===== config.mk =====
export PLATFORM = sky130hd
export DESIGN_NAME = wb_write_port
export DESIGN_NICKNAME = d
export VERILOG_FILES = /design/src/rtl/wb_pkg.sv /design/src/rtl/wb_fifo.sv /design/src/rtl/wb_write_port.sv
export SDC_FILE = /design/constraint.sdc
export NUM_CORES = 1
export LEC_CHECK = 0
export ABC_AREA = 1
export CAP_MARGIN = 15
export CORE_ASPECT_RATIO = 0.5
export CORE_MARGIN = 10
export CORE_UTILIZATION = 50
export CTS_BUF_LIST = sky130_fd_sc_hd__clkbuf_8
export CTS_CLUSTER_DIAMETER = 100
export DETAILED_ROUTE_END_ITERATION = 7
export GPL_TIMING_DRIVEN = 0
export MAX_ROUTING_LAYER = met4
export PLACE_DENSITY_LB_ADDON = 0.1
export SLEW_MARGIN = 10
export SYNTH_ARGS = -nofsm -noshare
export SYNTH_HDL_FRONTEND = slang
export SYNTH_SLANG_ARGS = --single-unit

===== constraint.sdc =====
create_clock -name clk -period 1.9 [get_ports clk]
set_input_delay 0.38 -clock clk [delete_from_list [all_inputs] [get_ports clk]]
set_output_delay 0.38 -clock clk [all_outputs]
set_load 0.01 [all_outputs]

===== src/rtl/wb_pkg.sv =====
// Shared types for the register-file write port: the writeback entry and the zero-register index.
package wb_pkg;

    localparam logic [4:0] XZR_IDX = 5'd31;

    typedef struct packed {
        logic [4:0]  rd;
        logic [63:0] data;
    } wb_entry_t;

    // True when a live entry targets the queried register; XZR never reports a hit.
    function automatic logic wb_hit(input logic [4:0] rs, input logic vld, input wb_entry_t e);
        return vld && (e.rd == rs) && (rs != XZR_IDX);
    endfunction

endpackage


===== src/rtl/wb_fifo.sv =====
// Purpose: DEPTH-entry writeback FIFO exposing every slot and its valid bit for hazard compares.
// Latency: push visible at head the cycle after the push edge; pop frees the slot on the same edge.
// Backpressure: none internally; the caller must not push when full or pop when empty.
module wb_fifo
    import wb_pkg::*;
#(
    parameter int DEPTH = 2,
    localparam int PW   = $clog2(DEPTH),
    localparam int CW   = PW + 1
) (
    input  logic                        clk,
    input  logic                        reset,
    input  logic                        push,
    input  wb_entry_t                   push_dat,
    input  logic                        pop,
    output wb_entry_t                   head_dat,
    output logic                        full,
    output logic                        empty,
    output logic [CW-1:0]               count,
    output logic [PW-1:0]               head_ptr,
    output wb_entry_t [DEPTH-1:0]       entries,
    output logic [DEPTH-1:0]            entry_vld
);

    wb_entry_t [DEPTH-1:0] mem_q, mem_d;
    logic [PW-1:0]         wr_ptr_q, wr_ptr_d;
    logic [PW-1:0]         rd_ptr_q, rd_ptr_d;
    logic [CW-1:0]         count_q, count_d;

    always_comb begin
        mem_d    = mem_q;
        wr_ptr_d = wr_ptr_q;
        rd_ptr_d = rd_ptr_q;
        count_d  = count_q;
        if (push) begin
            mem_d[wr_ptr_q] = push_dat;
            wr_ptr_d        = wr_ptr_q + PW'(1);
        end
        if (pop) begin
            rd_ptr_d = rd_ptr_q + PW'(1);
        end
        case ({push, pop})
            2'b10:   count_d = count_q + CW'(1);
            2'b01:   count_d = count_q - CW'(1);
            default: count_d = count_q;
        endcase
    end

    always_ff @(posedge clk) begin
        if (!reset) begin
            mem_q    <= '0;
            wr_ptr_q <= '0;
            rd_ptr_q <= '0;
            count_q  <= '0;
        end else begin
            mem_q    <= mem_d;
            wr_ptr_q <= wr_ptr_d;
            rd_ptr_q <= rd_ptr_d;
            count_q  <= count_d;
        end
    end

    // A slot is live when its distance from the head is below the occupancy.
    always_comb begin
        entry_vld = '0;
        for (int i = 0; i < DEPTH; i++) begin
            entry_vld[i] = ({1'b0, PW'(PW'(i) - rd_ptr_q)} < count_q);
        end
    end

    assign head_dat = mem_q[rd_ptr_q];
    assign entries  = mem_q;
    assign head_ptr = rd_ptr_q;
    assign count    = count_q;
    assign empty    = (count_q == '0);
    assign full     = (count_q == CW'(DEPTH));

endmodule


===== src/rtl/wb_write_port.sv =====
// Purpose: register-file write driver; queues writebacks, retires one per cycle, flags pending hazards (WB_BYPASS_EN adds forwarding).
// Latency: accept into an empty queue with hold low -> RegWrite high the next cycle.
// Backpressure: in_ready low while the queue holds DEPTH entries, even if it pops that cycle.
module wb_write_port
    import wb_pkg::*;
#(
    parameter int DEPTH = 2
) (
    input  logic        clk,
    input  logic        reset,
    input  logic        in_valid,
    output logic        in_ready,
    input  logic        in_regwrite,
    input  logic [4:0]  in_rd,
    input  logic [63:0] in_data,
    input  logic        hold,
    input  logic [4:0]  rs1,
    input  logic [4:0]  rs2,
    output logic        rs1_busy,
    output logic        rs2_busy,
    output logic        fwd1_valid,
    output logic [63:0] fwd1_data,
    output logic        fwd2_valid,
    output logic [63:0] fwd2_data,
    output logic        RegWrite,
    output logic [4:0]  WriteRegister,
    output logic [63:0] WriteData
);

    localparam int PW = $clog2(DEPTH);
    localparam int CW = PW + 1;

    wb_entry_t             in_ent;
    wb_entry_t             head_dat;
    wb_entry_t [DEPTH-1:0] entries;
    logic [DEPTH-1:0]      entry_vld;
    logic [CW-1:0]         fifo_count;
    logic [PW-1:0]         head_ptr;
    logic                  fifo_full;
    logic                  fifo_empty;

    logic accept_vld;
    logic keep_vld;
    logic pop_vld;
    logic direct_vld;
    logic push_vld;

    wb_entry_t out_q, out_d;
    logic      out_vld_q, out_vld_d;

    assign in_ent     = '{rd: in_rd, data: in_data};
    assign in_ready   = (fifo_count < CW'(DEPTH));
    assign accept_vld = in_valid & in_ready;
    assign keep_vld   = accept_vld & in_regwrite & (in_rd != XZR_IDX);
    assign pop_vld    = ~hold & ~fifo_empty;
    // An empty queue with retirement enabled hands the request straight to the output stage.
    assign direct_vld = ~hold & fifo_empty & keep_vld;
    assign push_vld   = keep_vld & ~direct_vld;

    wb_fifo #(.DEPTH(DEPTH)) u_fifo (
        .clk       (clk),
        .reset     (reset),
        .push      (push_vld),
        .push_dat  (in_ent),
        .pop       (pop_vld),
        .head_dat  (head_dat),
        .full      (fifo_full),
        .empty     (fifo_empty),
        .count     (fifo_count),
        .head_ptr  (head_ptr),
        .entries   (entries),
        .entry_vld (entry_vld)
    );

    always_comb begin
        out_vld_d = 1'b0;
        out_d     = out_q;
        if (pop_vld) begin
            out_vld_d = 1'b1;
            out_d     = head_dat;
        end else if (direct_vld) begin
            out_vld_d = 1'b1;
            out_d     = in_ent;
        end
    end

    always_ff @(posedge clk) begin
        if (!reset) begin
            out_vld_q <= 1'b0;
            out_q     <= '0;
        end else begin
            out_vld_q <= out_vld_d;
            out_q     <= out_d;
        end
    end

    assign RegWrite      = out_vld_q;
    assign WriteRegister = out_q.rd;
    assign WriteData     = out_q.data;

    // The output stage counts as pending until the edge that commits it.
    always_comb begin
        rs1_busy = wb_hit(rs1, out_vld_q, out_q);
        rs2_busy = wb_hit(rs2, out_vld_q, out_q);
        for (int i = 0; i < DEPTH; i++) begin
            rs1_busy = rs1_busy | wb_hit(rs1, entry_vld[i], entries[i]);
            rs2_busy = rs2_busy | wb_hit(rs2, entry_vld[i], entries[i]);
        end
    end

`ifdef WB_BYPASS_EN
    logic unused_bypass;
    assign unused_bypass = fifo_full;

    // Walk oldest to youngest so the last match left standing is the youngest value.
    always_comb begin
        fwd1_data = 64'h0;
        fwd2_data = 64'h0;
        if (wb_hit(rs1, out_vld_q, out_q)) fwd1_data = out_q.data;
        if (wb_hit(rs2, out_vld_q, out_q)) fwd2_data = out_q.data;
        for (int k = 0; k < DEPTH; k++) begin
            if (wb_hit(rs1, entry_vld[head_ptr + PW'(k)], entries[head_ptr + PW'(k)]))
                fwd1_data = entries[head_ptr + PW'(k)].data;
            if (wb_hit(rs2, entry_vld[head_ptr + PW'(k)], entries[head_ptr + PW'(k)]))
                fwd2_data = entries[head_ptr + PW'(k)].data;
        end
    end

    assign fwd1_valid = rs1_busy;
    assign fwd2_valid = rs2_busy;
`else
    logic unused_bypass;
    assign unused_bypass = ^{fifo_full, head_ptr, entries};

    assign fwd1_valid = 1'b0;
    assign fwd1_data  = 64'h0;
    assign fwd2_valid = 1'b0;
    assign fwd2_data  = 64'h0;
`endif

endmodule

==> metrics.md, run 1 <==
| Metric | Value |
|---|---|
| Sink Count | `212` |
| Initial antenna violation count | `3` |
| Routability cong. | `0.913` |
| Final period utilization | `1.09` |
| DR vias | `11,880` |
| First-pass GRT wire length | `56,400 µm` |
| CTS tree | `built` |
| Max-slew violation count | `0` |
| Rows | `39` |
| Switching Fraction | `0.342` |
| All-Layer GR Usage | `0.228` |
| #FFs+latches synth | `212` |
| Core area | `23,200 µm²` |
| Post-Syn Area | `12,000 µm²` |
| Num ports | `287` |
| Worst hold path class | `input pin to flip-flop` |
| GRT overflow | `0` |
| Pwr dens | `845 nW/µm²` |
| Placement Cell Area | `14,400 µm²` |
| Worst setup SP type | `input pin` |
| Syn-to-layout area delta | `27.1%` |
| CP required | `1520 ps` |
| Fin worst setup slack | `-166 ps` |
| Status | `finished, violations left` |
| Vias per Instance | `4.50` |
| Initial DRC Count | `871` |
| Post-route cell area | `15,200 µm²` |
| Share of layout cells above drive strength 1 | `0.124` |
| Commonest non-fill, non-tap cells in the layout | `nand2_1 (680), nor2_1 (362), inv_1 (230)` |
| H-tree levels | `1` |
| Clock network power share | `0.298` |
| Die width | `239 µm` |
| IO buf count | `155` |
| Seq/Total Area, Yosys | `0.354` |
| Period minus WS final | `2070 ps` |
| Slew margin rel. | `0.466` |
| Final wirelength | `35,600 µm` |
| Largest net degree at the start of global routing | `16` |
| Clk_lat worst skew | `600 ps` |
| Layout Skew | `14.1 ps` |
| Worst hold slack | `205 ps` |
| Worst Path Max Fanout | `5` |
| Die area | `31,000 µm²` |
| Wire per inst | `13.5 µm` |
| DIE HEIGHT | `130 µm` |
| Synthesis Warnings | `0` |
| Crit. End Element | `output pin` |
| Power Internal | `8.48 mW` |
| Drt pass-1 iters | `6` |
| Setup WS pre-CTS | `-572 ps` |
| Max Cap Violations | `0` |
| Final Total Pwr | `12.9 mW` |
| Max Clk Rate | `484 MHz` |
| Commonest non-fill, non-tap cell in the layout | `nand2_1` |
| Hold Violations, Final | `0` |
| Switching pwr | `4.40 mW` |
| Vias in the first global route | `10,742` |
| Comb pwr share | `0.301` |
| Worst-path clk slew | `70 ps` |
| Inst Count DP | `2,575` |
| Residual DRC | `0` |
| Final setup violation count | `2` |
| Seq pwr share | `0.401` |
| Num CTS Buffers | `31` |
| Netlist cell types | `25` |
| Worst-Margin Slew | `801 ps` |
| Final Util | `0.658` |
| Final std cells w/o fill | `2,638` |
| CTS max path bufs | `3` |
| Final nets | `2,389` |
| Max VDD drop | `0.625 mV` |
| Post-DP HPWL | `26,100 µm` |
| Leak Pwr | `8.97 nW` |
| Critical Path AT | `1690 ps` |
| CTS hold repair buffers | `0` |
| Setup tns final | `-288 ps` |
| CTS root buffer | `clkbuf_8` |
| Cells after Synth | `1,984` |
| CP Class | `input pin to output pin` |
| Post-route ant nets | `0` |
| RSZ-0062 raised after global routing | `true` |
| Failing checks | `setup timing` |
| Syn avg cell area | `6.04 µm²` |
| Initial Utilization | `0.517` |
## sequential cells by signal, summed over array words and instances (netlist names)
register / cells
RegWrite: 1
u_fifo.wr_ptr_q: 1
u_fifo.head_ptr: 1
WriteData: 64
WriteRegister: 5
u_fifo.count: 2
u_fifo.entries: 138
## cell type report
cell class,instances,area (µm²)
fillers,2284,7940
multi-input cells,1431,5840
flip-flops and latches,212,4260
repair buffers,159,1660
plain buffers,241,1590
inverters,228,861
clock buffers,38,523
well taps,307,384
clock inverters,19,115
diodes,3,7.51
## power by group through the flow
stage | clock network [mW] | registers [mW] | logic (mW)
CTS | 3.89 | 5.16 | 3.89
detailed placement | 0 | 5.26 | 3.86
global route | 4.11 | 5.22 | 4.37
global placement | 0 | 5.25 | 3.83
finish | 3.84 | 5.16 | 3.88
floorplan | 0 | 5.36 | 2.29
## worst paths after layout
kind | depth (start not counted) | slack [ps] | to | start
worst max-delay path | 8 | -170 | rs1_busy | rs1[2]
worst min-delay path | 3 | 200 | u_fifo.entries[102] | reset
worst max register to register | 9 | 80 | u_fifo.count[1] | u_fifo.count[0]
worst min register to register | 4 | 510 | u_fifo.entries[32] | u_fifo.entries[32]
## cell usage after synthesis
cell      instances  area [µm²]
buf_1             6        22.5
dfxtp_1         212        4240
nand3_2           1        10.0
nor2_1          364        1370
buf_6            12         135
inv_2             3        11.3
nand4_4           1        21.3
buf_2            53         265
nand2_4           1        11.3
xor2_1            7        61.3
nand4_1           2        12.5
xnor2_1           3        26.3
nor2_4            2        22.5
nand3_1          80         400
nand2_1         683        2560
buf_4           136        1020
a21oi_1          75         375
nor2_8            1        20.0
nand4_2           1        12.5
clkbuf_1         35         131
conb_1            1        3.75
nand2_2           1        6.26
o21ai_0          78         390
inv_1           225         845
ha_1              1        12.5
## cells by family (layout without fill, tap and decap cells)
group / count (synthesis) / after routing / share of synthesized area
flops: 212 / 212 / 0.354
xor+xnor: 10 / 10 / 0.00730
simple gates: 1137 / 1137 / 0.371
other cells: 1 / 133 / 0.000313
compound gates: 153 / 153 / 0.0639
buf+inv: 470 / 685 / 0.203
fa+ha+maj: 1 / 1 / 0.00104
## per-layer routing
layer	wire length, µm	GRT usage	vias to the layer above
met5	0	-	-
met4	361	0.0443	0
met3	2190	0.0434	27
met2	16600	0.371	301
met1	16500	0.293	5256
li1	-	-	6296
## critical path, cell delays in order
cell and delay (ps):
clkdlybuf4s50_1 610, inv_1 110, nand2_1 90, nand2_1 50, nor2_1 110, nand4_1 100, nand3_1 100, buf_2 140
## timing repair
| item | CTS | global route |
|---|---|---|
| endpoints found under the hold margin | 0 | 0 |
| gates cloned | 0 | 0 |
| pin swaps | 6 | 2 |
| buffers inserted | 3 | 1 |
| setup endpoints to repair | 68 | 95 |
| resized for setup | 38 | 72 |
Note: power is estimated with default switching activity, not from simulation.
==> inputs of run 2 (changes only) <==
--- a/config.mk
+++ b/config.mk
@@ -5,7 +5,7 @@
 export SDC_FILE = /design/constraint.sdc
 export NUM_CORES = 1
 export LEC_CHECK = 0
-export ABC_AREA = 1
+export ABC_AREA = 0
 export CAP_MARGIN = 15
 export CORE_ASPECT_RATIO = 0.5
 export CORE_MARGIN = 10
==> metrics.md, run 2 <==
| Metric | Value |
|---|---|
| CTS root buffer | `clkbuf_8` |
| Slew margin rel. | `0.566` |
| Clk_lat worst skew | `580 ps` |
| Final wirelength | `32,800 µm` |
| Power Internal | `9.37 mW` |
| Die area | `28,300 µm²` |
| Cell with the most instances after synthesis | `nand2_1` |
| Final nets | `1,625` |
| Commonest non-fill, non-tap cells in the layout | `nand2_1 (281), dfxtp_1 (202), buf_4 (153)` |
| CTS max path bufs | `3` |
| Synth Area in XOR/XNOR | `0.0267` |
| Switching pwr | `4.80 mW` |
| Wire per inst | `17.7 µm` |
| Fin worst setup slack | `-331 ps` |
| Layout Skew | `12.7 ps` |
| DR vias | `9,113` |
| Clock network power share | `0.269` |
| #FFs+latches synth | `212` |
| Period minus WS final | `2230 ps` |
| Synthesis Warnings | `0` |
| Number of flip-flops in the largest register | `138` |
| Die width | `228 µm` |
| IO buf count | `155` |
| Routability cong. | `0.876` |
| Cells after Synth | `1,202` |
| Max-slew violation count | `0` |
| All-Layer GR Usage | `0.222` |
| Hold Violations, Final | `0` |
| Num CTS Buffers | `31` |
| Comb pwr share | `0.364` |
| RSZ-0062 raised after global routing | `true` |
| Syn avg cell area | `8.99 µm²` |
| Seq/Total Area, Yosys | `0.393` |
| Max Clk Rate | `448 MHz` |
| Critical Path AT | `1850 ps` |
| Worst-Margin Slew | `650 ps` |
| Rows | `37` |
| CTS tree | `built` |
| Post-Syn Area | `10,800 µm²` |
| Leak Pwr | `5.82 nW` |
| Worst-path clk slew | `70 ps` |
| Share of layout cells above drive strength 1 | `0.185` |
| Top cell type's share of synthesized area | `0.393` |
| Number of flops mapped to enable cells by yosys | `0` |
| Initial DRC Count | `625` |
| Async S/R FF share, synth | `0` |
| Status | `finished, violations left` |
| Post-route ant nets | `0` |
| Post-synthesis compound-gate area fraction | `0.162` |
| Worst setup SP type | `flip-flop` |
| Vias in the first global route | `9,147` |
| Max VDD drop | `0.608 mV` |
| Inst Count DP | `1,778` |
| Netlist cell types | `39` |
| Num ports | `287` |
| Ys flop type | `dfxtp_1` |
| Worst Path Max Fanout | `3` |
| Worst hold slack | `191 ps` |
| Syn-to-layout area delta | `33.9%` |
| Final std cells w/o fill | `1,855` |
| Initial antenna violation count | `2` |
| Largest family of logic cells by synthesized area | `compound AO/OA/AOI/OAI gates` |
| Failing checks | `setup timing` |
| Mux share of post-synthesis cell area | `0.128` |
| Initial Utilization | `0.518` |
| Residual DRC | `0` |
| Final period utilization | `1.17` |
| Sink Count | `212` |
| Commonest non-fill, non-tap cell in the layout | `nand2_1` |
| GRT overflow | `0` |
| H-tree levels | `1` |
| CTS hold repair buffers | `0` |
| Pwr dens | `979 nW/µm²` |
| Final setup violation count | `7` |
| Seq pwr share | `0.367` |
| Post-DP HPWL | `24,000 µm` |
| Synth top area cells | `dfxtp_1 (39%), mux2i_1 (13%), nand2_1 (9.8%)` |
| Vias per Instance | `4.91` |
| Setup tns final | `-728 ps` |
| Post-Synth Adder-Cell Area | `0.00116` |
| Drt pass-1 iters | `7` |
| DIE HEIGHT | `124 µm` |
| Crit. End Element | `output pin` |
| Commonest cells post-synth | `nand2_1 (282), dfxtp_1 (212), mux2i_1 (138)` |
| Largest net degree at the start of global routing | `17` |
| Switching Fraction | `0.339` |
| Worst hold path class | `input pin to flip-flop` |
| CP Class | `flip-flop to output pin` |
| Simple-gate share of the synthesized area | `0.148` |
| Synth area leader | `dfxtp_1` |
| Final Util | `0.693` |
| Max Cap Violations | `0` |
| First-pass GRT wire length | `49,800 µm` |
| Core area | `20,900 µm²` |
| CP required | `1520 ps` |
## run 2: changes by cell type after synthesis, sizes merged, moves of 5 or more
cell | previous run | this run
inv | 228 | 1
a21oi | 75 | 2
nand2 | 685 | 282
buf | 207 | 173
nor2b | 0 | 70
nand3 | 81 | 5
mux2i | 0 | 138
nor2 | 367 | 3
clkbuf | 35 | 46
o211ai | 0 | 69
a21boi | 0 | 139
xnor2 | 3 | 22
and2 | 0 | 5
o21ai | 78 | 1
## run 2: area by class of cell
| type | count | area, µm² |
|---|---|---|
| antenna | 2 | 5.00 |
| multi-input combinational | 899 | 5640 |
| buffer | 213 | 1640 |
| clock inverter | 14 | 90.1 |
| inverter | 1 | 3.75 |
| sequential | 212 | 4270 |
| timing repair buffer | 182 | 1900 |
| fill | 1659 | 6410 |
| tap | 292 | 365 |
| clock buffer | 40 | 551 |
## run 2: path summary, 6_finish.rpt
check | start | end | slack, ps | depth (start not counted)
worst max-delay path | WriteRegister[0] | rs2_busy | -330 | 5
worst min-delay path | in_rd[2] | u_fifo.entries[135] | 190 | 3
worst max register to register | u_fifo.count[1] | u_fifo.count[1] | -60 | 9
worst min register to register | WriteData[29] | WriteData[29] | 450 | 2
## run 2: kinds of logic (layout without fill, tap and decap cells)
group	count (synthesis)	count (layout)
mux	138	138
fa+ha+maj	1	1
buf+inv	220	450
other cells	1	132
flops	212	212
xor+xnor	33	33
simple gates	371	371
compound gates	226	226
## run 2: power groups by stage
stage | sequential [mW] | clock [mW] | combinational [mW]
2_1_floorplan | 5.36 | 0 | 2.81
3_3_place_gp | 5.24 | 0 | 4.57
3_5_place_dp | 5.26 | 0 | 4.63
4_1_cts | 5.18 | 3.84 | 4.89
5_1_grt | 5.25 | 4.05 | 5.54
6_report | 5.20 | 3.80 | 5.16
## run 2: repair_timing
| item | in CTS | in global routing |
|---|---|---|
| pin swaps | 8 | 18 |
| setup endpoints to repair | 147 | 197 |
| resized for setup | 77 | 97 |
| setup buffers | 12 | 11 |
| gates cloned | 0 | 4 |
## run 2: per-layer routing
metal	track usage	routed length (µm)
met4	0.0397	415
met2	0.393	16400
met3	0.0452	2040
met5	-	0
met1	0.262	14000
## run 2: metrics by stage
stage	instance area (µm²)	setup slack (ps)	power (mW)
after floorplan	11300	65.0	8.16
after CTS	14100	-339	13.9
final	14500	-331	14.2
after global routing	14500	-418	14.8
after detailed placement	13200	-818	9.89
after global placement	13200	-790	9.81
## run 2: worst max-delay path: stages, from the launching register on
cell and delay, ps:
dfxtp_4 370, xor2_1 170, nor4_2 300, nand3_1 140, a21oi_2 150, buf_2 150
==> inputs of run 3 (changes only) <==
--- a/config.mk
+++ b/config.mk
@@ -6,6 +6,7 @@
 export NUM_CORES = 1
 export LEC_CHECK = 0
 export ABC_AREA = 0
+export ABC_CLOCK_PERIOD_IN_PS = 1900
 export CAP_MARGIN = 15
 export CORE_ASPECT_RATIO = 0.5
 export CORE_MARGIN = 10
@@ -19,4 +20,5 @@
 export SLEW_MARGIN = 10
 export SYNTH_ARGS = -nofsm -noshare
 export SYNTH_HDL_FRONTEND = slang
+export SYNTH_HIERARCHICAL = 1
 export SYNTH_SLANG_ARGS = --single-unit
==> metrics.md, run 3 <==
| Metric | Value |
|---|---|
| Status | `finished, violations left` |
| Failing checks | `setup timing` |
| Commonest non-fill, non-tap cell in the layout | `nand2_1` |
| Share of layout cells above drive strength 1 | `0.231` |
| Worst hold path class | `input pin to flip-flop` |
| Die area | `28,400 µm²` |
| Worst Path Max Fanout | `4` |
| Inst Count DP | `1,781` |
| CP max stage cell | `clkdlybuf4s50_1` |
| Rows | `37` |
| CP Class | `input pin to output pin` |
| Wire per inst | `18.6 µm` |
| FF-to-FF setup slack | `-50 ps` |
| Max Cap Violations | `0` |
| Top delay family on crit path | `buffers and inverters` |
| Placement Cell Area | `13,300 µm²` |
| Max incr delay on CP | `540 ps` |
| Max VDD drop | `0.639 mV` |
| GRT overflow | `0` |
| CTS root buffer | `clkbuf_8` |
| Post-Syn Area | `10,900 µm²` |
| Vias per Instance | `5.11` |
| CP required | `1520 ps` |
| CTS tree | `built` |
| Largest net degree at the start of global routing | `20` |
| Cell Chain, Critical Path | `clkdlybuf4s50_1 -> xor2_1 -> nor4_1 -> nand4_1 -> nand3_1 -> buf_2` |
| Final nets | `1,623` |
| Buf/Inv on CP | `2` |
| CTS max path bufs | `3` |
| Syn avg cell area | `9.01 µm²` |
| Routability cong. | `0.871` |
| RSZ-0062 raised after global routing | `true` |
| Residual DRC | `0` |
| Storage element area | `4270 µm²` |
| All-Layer GR Usage | `0.238` |
| Drt pass-1 iters | `5` |
| Area of the multi-input gates | `5750 µm²` |
| Num ports | `287` |
| Critical Path AT | `1760 ps` |
| Pwr dens | `1010 nW/µm²` |
| IO buf count | `155` |
| Syn-to-layout area delta | `32.7%` |
| Final Total Pwr | `14.6 mW` |
| Clk_lat worst skew | `540 ps` |
| Core area | `20,900 µm²` |
| Slew margin rel. | `0.569` |
| Sink Count | `212` |
| H-tree levels | `2` |
| Max Clk Rate | `467 MHz` |
| Post-route ant nets | `0` |
| Vias in the first global route | `9,467` |
| Post-DP HPWL | `25,400 µm` |
| Leak Pwr | `7.15 nW` |
| Fin worst setup slack | `-243 ps` |
| Die width | `228 µm` |
| Hold Violations, Final | `0` |
| Setup tns final | `-510 ps` |
| Final period utilization | `1.13` |
| Final std cells w/o fill | `1,853` |
| Initial DRC Count | `631` |
| Layout Skew | `18.0 ps` |
| Worst hold slack | `252 ps` |
| Max-slew violation count | `0` |
| DR vias | `9,472` |
| DIE HEIGHT | `124 µm` |
| Fillcell total | `1,702` |
| Num CTS Buffers | `34` |
| Cells after Synth | `1,205` |
| Initial Utilization | `0.519` |
| First-pass GRT wire length | `52,500 µm` |
| Worst-path clk slew | `60 ps` |
| Worst-Margin Slew | `647 ps` |
| Initial antenna violation count | `1` |
| CTS hold repair buffers | `0` |
| Synthesis Warnings | `6` |
| Number of flip-flops in the largest register | `138` |
| Crit. End Element | `output pin` |
| Commonest non-fill, non-tap cells in the layout | `nand2_1 (275), dfxtp_1 (198), buf_4 (156)` |
| Period minus WS final | `2140 ps` |
| Final setup violation count | `4` |
| Worst setup SP type | `input pin` |
| Post-route cell area | `14,400 µm²` |
| Final wirelength | `34,500 µm` |
==> run 3: worst register-to-register path: stages (launching register included) <==
cell	delay (ps)
dfxtp_4	380
nor2_4	50
buf_12	120
nand2b_4	70
nand3_4	70
nor3_4	240
buf_6	150
inv_2	50
ha_4	150
xnor2_1	140
or3_1	320
a21boi_1	140
==> run 3: final cells by class <==
type                    instances  area share
repair buffers                172       0.119
flip-flops and latches        212       0.296
clock buffers                  39      0.0373
diodes                          1    0.000174
well taps                     292      0.0254
multi-input cells             897       0.399
plain buffers                 218       0.114
inverters                       3    0.000782
clock inverters                19     0.00782
==> run 3: final timing paths <==
| check | from | end | depth (start not counted) |
|---|---|---|---|
| min reg2reg | u_fifo/entries[52] | u_fifo/entries[52] | 2 |
| max reg2reg | u_fifo/count[1] | u_fifo/count[1] | 11 |
| min | reset | u_fifo/entries[6] | 2 |
| max | rs1[3] | rs1_busy | 6 |
==> run 3: through the flow <==
stage / util / setup WS [ps]
floorplan: - / -18.5
global placement: 0.635 / -831
detailed placement: 0.635 / -904
CTS: 0.674 / -234
global route: 0.688 / -300
finish: 0.688 / -243
==> run 3: what timing repair did <==
action	4_1_cts	5_1_grt
buffers inserted	11	5
gates cloned	0	1
endpoints found under the hold margin	0	0
endpoints found under the setup margin	221	208
pin swaps	13	5
gates resized for setup	51	106
==> run 3: metal layers <==
layer  global-route usage  routed length (µm)  up-vias  part of all wire
li1                     -                   -     4508                 -
met1                0.279               14800     4591              0.43
met2                0.416               17000      325              0.49
met3               0.0517                2090       48             0.061
met4               0.0583                 574        0             0.017
met5                    -                   0        -                 0
==> run 3: power breakdown <==
part           internal (mW)  switching, mW
combinational           2.69           2.62
clock                   2.01           1.86
sequential              5.04          0.359
==> patch (config.mk and constraints of run 3) <==
Add a define of `WB_BYPASS_EN`.
--- a/src/rtl/wb_write_port.sv
+++ b/src/rtl/wb_write_port.sv
@@ -2,4 +2,6 @@
 // Latency: accept into an empty queue with hold low -> RegWrite high the next cycle.
 // Backpressure: in_ready low while the queue holds DEPTH entries, even if it pops that cycle.
+`define WB_BYPASS_EN
+
 module wb_write_port
     import wb_pkg::*;
Check against the original RTL: not equivalent (Yosys sat finds a counterexample within 4 cycles, from zero or initial values and one cycle with reset low).
==> patch against run 3 <==
- the run still ends with setup timing left
- design area grew 75%
- sequential share of layout area shrank 13 points
- area after synthesis grew 47%
- sequential cell count is the same
- wire length grew 150%
- via count grew 120%
- critical path type is now flop to primary output
- total power grew 43%
- clock skew grew 39 ps
- clock power grew 18%
- synthesized cell count grew 71%
- non-clock buffer count grew 234
- worst setup slack lost 1500 ps
- combinational power grew 94%
==> patch: results (changes against run 3) <==
[cells_and_area]
fin_nets = 2543  ; +57%
fillers = 2110  ; +24%
drive_gt1_share_pct = 44.2  ; +21 points
final_core_util_pct = 79.9  ; +11 points
largest_register_ff_count = 138  ; unchanged

[global_route]
grt_antenna_before_repair = 6  ; +5
groute.usage.overall_pct = 38.6  ; +15 points
grt_pass1_wl_um = 118000  ; +130%
grt_pass1_vias = 18900  ; +100%
grt_start_max_net_pins = 20  ; unchanged

[power_and_ir_drop]
peakVddDrop_uv = 655  ; +2.5%
p_leak_nw = 9.43  ; +32%
p_int_w = 0.0118  ; +21%

[drt]
highest_layer = met4
dr_wl_met3_um = 12100  ; +480%
via_per_inst = 7.04  ; +38%
wl_met2_um = 36200  ; +110%
wl_met1_um = 31500  ; +110%
vias = 20600  ; +120%
drtIter0Drc = 3206  ; +410%
first_pass_iters = 7  ; +2
drc = 0  ; unchanged
wirelength_um = 85900  ; +150%

[timing]
setup_ws_ps = -1780  ; -1540 ps
relSlewSlack_pct = 23.2  ; -34 points
skew_ps = 57.4  ; +39.4 ps
finalSetupTns_ps = -223830  ; -223320 ps
setup_violations = 341  ; +337

[placement]
hpwlAfterDp_um = 54500  ; +110%
dp_slack_ps = -1960  ; -1060 ps
port_buffers = 274  ; +77%
postPlaceCellArea_um2 = 20200  ; +52%
dp_cells = 2763  ; +55%
routabilityCongestion = 1.00  ; +15%

[clocking]
cts.htree.levels = 2  ; unchanged
clk_pin_slew_ps = 90  ; +30 ps
cts_root_buf = clkbuf_8
clkLatencyLatePin_ps = 610  ; +70 ps
clockBufferDepth = 3  ; unchanged

[critical_path]
cp.arrival_ps = 3300  ; +1540 ps
crit_fanout = 6  ; +2
critical_path.max_stage_delay_ps = 510  ; -30 ps
slowest_stage = o211ai_1

[yosys]
synthesis.nets = 2142
syn_avg_cell_area_um2 = 7.74  ; -14%

[outcome]
violations = setup timing
status = finished with violations

[min_path]
hold_class = input pin to flop

==> patch: area by class of cell <==
cell class	instances	area share [%]
Multi-Input combinational cell	1581	53.7
Sequential cell	212	17.0
Timing Repair Buffer	373	16.0
Buffer	251	8.04
Clock buffer	48	2.62
Tap cell	432	2.14
Clock inverter	14	0.337
Inverter	5	0.0744
Antenna cell	6	0.0596
==> patch: worst max-delay path: cells and delay by family (launching register included) <==
kind | cells | cell delay (ps)
buf+inv | 6 | 1000
xor+xnor | 1 | 200
mux | 1 | 270
flops | 1 | 360
simple gates | 1 | 140
compound gates | 2 | 730
==> patch: worst paths after layout <==
| check | startpoint | end | slack (ps) | depth (start not counted) |
|---|---|---|---|---|
| worst max-delay path | u_fifo/head_ptr | fwd1_data[51] | -1780 | 11 |
| worst min-delay path | reset | u_fifo/entries[27] | 230 | 2 |
| worst max register to register | u_fifo/count[0] | u_fifo/entries[110] | -300 | 14 |
| worst min register to register | u_fifo/entries[103] | u_fifo/entries[103] | 480 | 2 |
==> patch: power by group through the flow <==
stage | logic [W] | registers [W] | clock network [W]
after global placement | 0.00743 | 0.00596 | 0
after floorplan | 0.00417 | 0.00584 | 0
after detailed placement | 0.00750 | 0.00596 | 0
final | 0.0103 | 0.00598 | 0.00457
after CTS | 0.00905 | 0.00590 | 0.00447
after global routing | 0.0104 | 0.00600 | 0.00471
==> patch: routing by layer <==
layer / vias up / GRT usage [%]
met5: - / -
met4: 0 / 18.9
met3: 541 / 10.5
met1: 9798 / 47.9
li1: 8431 / -
met2: 1795 / 57.2
==> patch: repair_timing <==
item / CTS / global route
gates resized for setup: 1177 / 316
setup endpoints to repair: 415 / 349
pin swaps: 142 / 162
cloned: 13 / 9
buffers inserted: 52 / 26
